**config.mk**
```make
export PLATFORM = sky130hd
export DESIGN_NAME = dcache_stage1
export DESIGN_NICKNAME = d
export VERILOG_FILES = /design/src/rtl/dcache_stage1_pkg.sv /design/src/rtl/dcache_plru.sv /design/src/rtl/dcache_stage1.sv
export SDC_FILE = /design/constraint.sdc
export NUM_CORES = 2
export LEC_CHECK = 0
export BUFFER_PORTS_ARGS = -buffer_cell sky130_fd_sc_hd__buf_2
export CAP_MARGIN = 20
export CORE_AREA = 2 2 623 625
export DETAILED_ROUTE_END_ITERATION = 8
export DIE_AREA = 0 0 625 627
export PLACE_DENSITY = 0.4
export SYNTH_ARGS = -nofsm -noshare
export SYNTH_HDL_FRONTEND = slang
export SYNTH_SLANG_ARGS = --single-unit
```
**constraint.sdc**
```tcl
create_clock -name Clk -period 19.8 [get_ports Clk]
set_input_delay 2.97 -clock Clk [delete_from_list [all_inputs] [get_ports Clk]]
set_output_delay 2.97 -clock Clk [all_outputs]
set_load 0.02 [all_outputs]
```
**src/rtl/dcache_stage1_pkg.sv**
```systemverilog
// dcache_stage1_pkg: shared geometry, FSM encoding and way-select helper for the dcache lookup stage.
package dcache_stage1_pkg;
  localparam int WAYS_N = 4;
  localparam int SETS_N = 128;
  localparam int TAG_W = 20;
  localparam int IDX_W = 7;
  localparam int OFF_W = 5;
  localparam int WAY_W = 2;
  localparam int LINE_W = 256;
  typedef enum logic [1:0] {IDLE, LOOKUP, EVICT, ALLOC} state_t;
  function automatic logic [WAY_W-1:0] first_way(input logic [WAYS_N-1:0] v);
    return v[0] ? 2'd0 : v[1] ? 2'd1 : v[2] ? 2'd2 : 2'd3;
  endfunction
endpackage

```
**src/rtl/dcache_plru.sv**
```systemverilog
// dcache_plru: per-set 3-bit tree pseudo-LRU with a read port for victim choice and a write port for touches.
module dcache_plru
  import dcache_stage1_pkg::*;
#(
  parameter int SETS = SETS_N
) (
  input  logic             clk,
  input  logic             rst,
  input  logic [IDX_W-1:0] rd_index,
  output logic [WAY_W-1:0] rd_way,
  input  logic             wr_en,
  input  logic [IDX_W-1:0] wr_index,
  input  logic [WAY_W-1:0] wr_way
);
  logic [2:0] tree [SETS];
  logic [2:0] rd, cur, upd;
  assign rd = tree[rd_index];
  assign cur = tree[wr_index];
  assign rd_way = rd[0] ? {1'b1, rd[2]} : {1'b0, rd[1]};
  // b0 points away from the touched half, the half's own bit away from the touched way
  assign upd = {wr_way[1] ? ~wr_way[0] : cur[2], wr_way[1] ? cur[1] : ~wr_way[0], ~wr_way[1]};
  always_ff @(posedge clk)
    if (rst) for (int i = 0; i < SETS; i++) tree[i] <= '0;
    else if (wr_en) tree[wr_index] <= upd;
endmodule

```
**src/rtl/dcache_stage1.sv**
```systemverilog
// dcache_stage1: tag lookup, hit report, victim selection, writeback push and MSHR allocation.
module dcache_stage1
  import dcache_stage1_pkg::*;
#(
  parameter int WAYS = WAYS_N,
  parameter int SETS = SETS_N
) (
  input  logic                     Clk,
  input  logic                     Rest,
  input  logic                     ReqValid,
  output logic                     ReqReady,
  input  logic                     ReqLoad,
  input  logic                     ReqStore,
  input  logic [31:0]              ReqAddr,
  input  logic [31:0]              ReqStoreData,
  input  logic [2:0]               ReqPtr,
  output logic                     TagReadAble,
  output logic [IDX_W-1:0]         TagReadIndex,
  input  logic [WAYS*TAG_W-1:0]    TagRdTag,
  input  logic [WAYS-1:0]          TagRdValid,
  input  logic [WAYS-1:0]          TagRdDirty,
  input  logic [WAYS*LINE_W-1:0]   LineRdData,
  output logic                     HitAble,
  output logic [WAYS-1:0]          HitWay,
  output logic [IDX_W-1:0]         HitIndex,
  output logic                     HitLoad,
  output logic                     HitStore,
  output logic [2:0]               HitPtr,
  output logic                     WriteBuffAble,
  output logic [31:0]              WriteBuffAddr,
  output logic [LINE_W-1:0]        WriteBackDate,
  output logic [7:0]               WriteBackCnt,
  input  logic                     WriteBuffFull,
  output logic                     MSHRAble,
  output logic [31:0]              MSHRAddr,
  output logic                     MSHRLoad,
  output logic                     MSHRStore,
  output logic [31:0]              MSHRStoreTemp,
  output logic [WAYS-1:0]          MSHRWay,
  output logic [2:0]               MSHRPtr,
  input  logic                     MSHRFull
);
  state_t state, next;
  logic ld_q, st_q, hit_fire, wb_fire, ms_fire, unused;
  logic [31:OFF_W] addr_q;
  logic [31:0] data_q;
  logic [2:0] ptr_q;
  logic [IDX_W-1:0] idx;
  logic [WAY_W-1:0] vway_q, hway, vic, plru_way;
  logic [TAG_W-1:0] vtag_q;
  logic [LINE_W-1:0] vline_q;
  logic [WAYS-1:0] hits;
  assign unused = ^ReqAddr[OFF_W-1:0];
  assign idx = addr_q[OFF_W +: IDX_W];
  assign ReqReady = (state == IDLE) | Rest;
  assign TagReadAble = ReqValid & (state == IDLE) & ~Rest;
  assign TagReadIndex = TagReadAble ? ReqAddr[OFF_W +: IDX_W] : '0;
  for (genvar w = 0; w < WAYS; w++)
    assign hits[w] = TagRdValid[w] & (TagRdTag[w*TAG_W +: TAG_W] == addr_q[31 -: TAG_W]);
  assign hway = first_way(hits);
  assign vic = &TagRdValid ? plru_way : first_way(~TagRdValid);
  assign hit_fire = (state == LOOKUP) & (ld_q | st_q) & |hits;
  assign wb_fire = (state == EVICT) & ~WriteBuffFull;
  assign ms_fire = (state == ALLOC) & ~MSHRFull;
  always_comb begin
    next = state;
    next = state == IDLE ? (ReqValid ? LOOKUP : IDLE)
         : state == LOOKUP ? (~(ld_q | st_q) | |hits ? IDLE
                             : TagRdValid[vic] & TagRdDirty[vic] ? EVICT : ALLOC)
         : state == EVICT ? (WriteBuffFull ? EVICT : ALLOC)
         : (MSHRFull ? ALLOC : IDLE);
  end
  dcache_plru #(.SETS(SETS)) u_plru (
    .clk(Clk), .rst(Rest), .rd_index(idx), .rd_way(plru_way),
    .wr_en(hit_fire | ms_fire), .wr_index(idx), .wr_way(hit_fire ? hway : vway_q)
  );
  always_ff @(posedge Clk) begin
    if (TagReadAble) {ld_q, st_q, addr_q, data_q, ptr_q} <= {ReqLoad, ReqStore, ReqAddr[31:OFF_W], ReqStoreData, ReqPtr};
    if (state == LOOKUP) begin
      vway_q <= vic;
      vtag_q <= TagRdTag[vic*TAG_W +: TAG_W];
      vline_q <= LineRdData[vic*LINE_W +: LINE_W];
    end
  end
  always_ff @(posedge Clk) begin
    if (Rest) begin
      state <= IDLE;
      {HitAble, HitWay, HitIndex, HitLoad, HitStore, HitPtr} <= '0;
      {WriteBuffAble, WriteBuffAddr, WriteBackDate, WriteBackCnt} <= '0;
      {MSHRAble, MSHRAddr, MSHRLoad, MSHRStore, MSHRStoreTemp, MSHRWay, MSHRPtr} <= '0;
    end else begin
      state <= next;
      HitAble <= hit_fire;
      WriteBuffAble <= wb_fire;
      MSHRAble <= ms_fire;
      if (hit_fire) {HitWay, HitIndex, HitLoad, HitStore, HitPtr} <= {WAYS'(1) << hway, idx, ld_q, st_q, ptr_q};
      if (wb_fire) {WriteBuffAddr, WriteBackDate, WriteBackCnt} <= {vtag_q, idx, {OFF_W{1'b0}}, vline_q, 8'hFF};
      if (ms_fire) begin
        MSHRAddr <= {addr_q, {OFF_W{1'b0}}};
        {MSHRLoad, MSHRStore, MSHRStoreTemp, MSHRPtr} <= {ld_q, st_q, data_q, ptr_q};
        MSHRWay <= WAYS'(1) << vway_q;
      end
    end
  end
endmodule

```
==> flow_metrics.py <==
metrics = {
    "floorplan": {
        "chipHeight_um": 627,
        "die-area_mm2": 0.3919,
        "ioPinCount": 1583,
        "die_x_um": 625,
        "start_util": 0.1550,
        "rows": 228,
        "fp.coreArea_mm2": 0.3848,
    },
    "synthesis": {
        "synth_top_area_cell": "edfxtp_1",
        "synth_flop_cell": "edfxtp_1",
        "ys_warn_count": 0,
        "synth-async-reset-ratio": 0,
        "yosys.area.top_type_share": 0.3654,
        "synth-edff-count": 726,
        "ys_ff_latch": 1106,
        "syn_avg_cell_area_um2": 9.683,
        "yosysSeqAreaShare": 0.4929,
        "ys_types": 65,
        "synth_area_leaders": "edfxtp_1, dfxtp_1, nor3_1",
        "syn_inst": 6161,
        "netlist_area_mm2": 0.05966,
    },
    "setup_path": {
        "timing.rr.end": "vline_q[46]$_DFFE_PP_",
        "crit_required_ps": 20300,
        "rrSetupSlack_ps": 11350,
        "cp_slowest_cell": "buf_4",
        "crit_path_max_incr_delay_ps": 880,
        "crit_fanout": 83,
        "cp_common_cell": "buf_4",
        "critPathCaptureType": "flip-flop",
        "start_kind": "flip-flop",
        "reg2reg_depth": 14,
        "cp.arrival_ps": 8950,
        "crit_chain": "buf_4, mux2i_1, a22oi_1, nand4b_1, a21oi_1, o311ai_2, a41oi_4, buf_4, buf_4, buf_4, buf_4, nor3_1, mux2_1, nor4_1",
        "critical_path_class": "flip-flop to flip-flop",
    },
    "route": {
        "via_per_inst": 4.619,
        "vias": 58610,
        "ant_nets": 0,
        "drt_iter0_drc": 5260,
        "avgRoutedWirePerCell_um": 32.11,
        "drt_pass1_iterations": 6,
        "drt_wl_total_um": 407400,
        "drc": 0,
    },
    "sta": {
        "fin_setup_tns_ps": 0,
        "min_period_ps": 8446,
        "rsz0062_at_grt": "no",
        "finClkSkew_ps": 105.9,
        "final_max_slew_viol_count": 0,
        "worstMarginPinSlew_ps": 1328,
        "holdWs_ps": 451.5,
        "final_hold_viol_count": 0,
        "fin_ws_ps": 11350,
        "max_freq_mhz": 118.4,
        "relSlewSlack": 0.1112,
        "min_period_over_period": 0.4266,
        "setup_viol": 0,
    },
    "power_and_ir_drop": {
        "vdd_drop_max_mv": 0.08617,
        "power_frac_comb": 0.242,
        "clkPwrFrac": 0.394,
        "p_leak_nw": 27.72,
        "swShare": 0.3340,
        "power_density_mw_per_mm2": 97.85,
        "switchingPower_mw": 2.542,
        "seqPwrFrac": 0.364,
        "p_int_mw": 5.069,
    },
    "placement": {
        "place_ws_ps": 11020,
        "dpl_cell_area_mm2": 0.07201,
        "place.gp.congestion": 0.9399,
        "dpl.cell_count": 12230,
        "portBuffers": 1567,
        "dp_hpwl_um": 313000,
    },
    "clocking": {
        "cts_tree": "done",
        "cts_htree_levels": 4,
        "clock_sinks": 1106,
        "clk_latency_ps": 850,
        "ctsResizeCount": 0,
        "cts-root-buf": "clkbuf_16",
        "numCtsBuffers": 152,
        "clockBufferDepth": 4,
        "cts_hold_buf": 0,
        "post_cts_buffers": 0,
        "path_clk_slew_ps": 50,
    },
    "min_path": {
        "holdPathStages": 2,
        "hold_start": "WriteBackDate[151]$_SDFFE_PP0P_",
        "hp-class": "flip-flop to flip-flop",
        "min_to": "WriteBackDate[151]$_SDFFE_PP0P_",
    },
    "cells_and_area": {
        "final_cells": 12690,
        "synthToLayoutAreaGrowth_pct": 30.37,
        "layout.nets": 8516,
        "layout-drive-gt1-share": 0.3286,
        "fin_area_mm2": 0.07778,
    },
    "global_route": {
        "grt_pass1_wl_um": 531400,
        "grt_max_degree": 127,
        "grt_overflow": 0,
        "antenna_found_initial": 303,
        "grt_pass1_vias": 57490,
        "grt_use_total": 0.1978,
    },
    "status": {
        "status": "complete, no violations",
    },
    "run": {
        "drv_cap": 0,
    },
}
-- cells by family (layout without fill, tap and decap cells) --
kind of cell / Yosys count / count (layout) / share of synthesized area
XOR/XNOR: 80 / 80 / 0.01174
other: 1 / 184 / 0.00006286
AO/OA/AOI/OAI: 1123 / 1123 / 0.1207
AND/OR/NAND/NOR: 2746 / 2746 / 0.2298
buffers and inverters: 688 / 1971 / 0.05306
multiplexers: 417 / 417 / 0.09169
flip-flops: 1106 / 1106 / 0.4929
-- area by class of cell --
type	count	area, µm²
clock buffers	199	4310
inverters	9	33.78
fillers	42560	307100
diodes	174	435.4
clock inverters	78	1008
well taps	5060	6331
multi-input cells	4376	27380
repair buffers	1685	8866
flip-flops and latches	1106	29420
-- worst max-delay path, delay by kind of cell, from the launching register on --
kind,cells,cell delay [ps]
and+or+nand+nor,3,1000
DFF,1,840
buffers and inverters,5,3760
AOI/OAI and AO/OA,4,1710
muxes,2,480
-- cells in the mapped netlist (all sizes together) (17+ instances only) --
master	n
o21bai	126
o21ai	287
o22ai	21
nor2	455
edfxtp	726
nand3	47
nand2	738
mux2i	56
mux2	286
buf	194
dfxtp	380
o22a	276
nor2b	17
a21oi	367
clkbuf	485
nand4	36
xnor2	62
xor2	18
mux4	75
nor4	293
nand2b	25
nor3	1090
-- state kept, by name (all words and copies together), names as in the netlist, 2 cells and up, named ones only --
name / cells
HitIndex: 7
HitPtr: 3
HitWay: 4
MSHRAddr: 27
MSHRPtr: 3
MSHRStoreTemp: 32
MSHRWay: 4
WriteBackDate: 256
WriteBuffAddr: 27
addr_q: 27
data_q: 32
ptr_q: 3
state: 2
u_plru.tree: 384
vline_q: 256
vtag_q: 20
vway_q: 2
-- cell usage in the layout, fill, tap and decap left out, types with 53 or more instances in the layout --
cell type | Yosys | final
a21oi_1 | 367 | 366
buf_2 | 67 | 1566
buf_4 | 56 | 107
clkbuf_16 | 0 | 160
dfxtp_1 | 380 | 377
diode_2 | 0 | 174
edfxtp_1 | 726 | 726
mux2_2 | 249 | 249
mux2i_1 | 56 | 53
mux4_2 | 75 | 75
nand2_1 | 738 | 734
nor2_1 | 455 | 453
nor3_1 | 1090 | 1090
nor4_1 | 151 | 146
nor4_2 | 141 | 146
o21ai_0 | 286 | 285
o21bai_1 | 126 | 126
o22a_1 | 276 | 276
xnor2_1 | 62 | 54
-- power groups by stage --
stage	sequential [mW]	clock [mW]	combinational (mW)
after floorplan	2.85	0	1.07
after CTS	2.77	3.09	1.85
after detailed placement	2.82	0	1.85
final	2.77	3.00	1.84
after global placement	2.82	0	1.83
after global routing	2.79	3.16	1.93
-- stage by stage --
stage,util,power [mW]
6_report,0.2021,7.611
5_1_grt,0.2018,7.878
4_1_cts,0.2009,7.715
3_5_place_dp,0.1871,4.665
3_3_place_gp,0.1871,4.651
2_1_floorplan,-,3.919
-- worst max path at each step --
stage / slack (ps) / end / depth (start not counted) / start
5_1_grt: 11090 / vline_q[46]$_DFFE_PP_ / 14 / flip-flop
6_report: 11350 / vline_q[46]$_DFFE_PP_ / 14 / flip-flop
2_1_floorplan: 2180 / u_plru.tree[113][0]$_SDFFCE_PN0P_ / 10 / state[0]$_SDFF_PP0_
3_3_place_gp: 11100 / vline_q[46]$_DFFE_PP_ / 10 / TagRdValid[1]
3_5_place_dp: 11020 / vline_q[46]$_DFFE_PP_ / 10 / TagRdValid[1]
4_1_cts: 11420 / vline_q[46]$_DFFE_PP_ / 14 / flip-flop
-- per-layer routing --
| metal | share of wire | GRT usage | wire length, µm |
|---|---|---|---|
| met1 | 0.36 | 0.2107 | 144900 |
| met3 | 0.089 | 0.06939 | 36290 |
| met2 | 0.49 | 0.3348 | 198100 |
| met5 | 0.0025 | 0.0002469 | 1030 |
| met4 | 0.067 | 0.1218 | 27160 |
(Power assumes the default switching activity.)
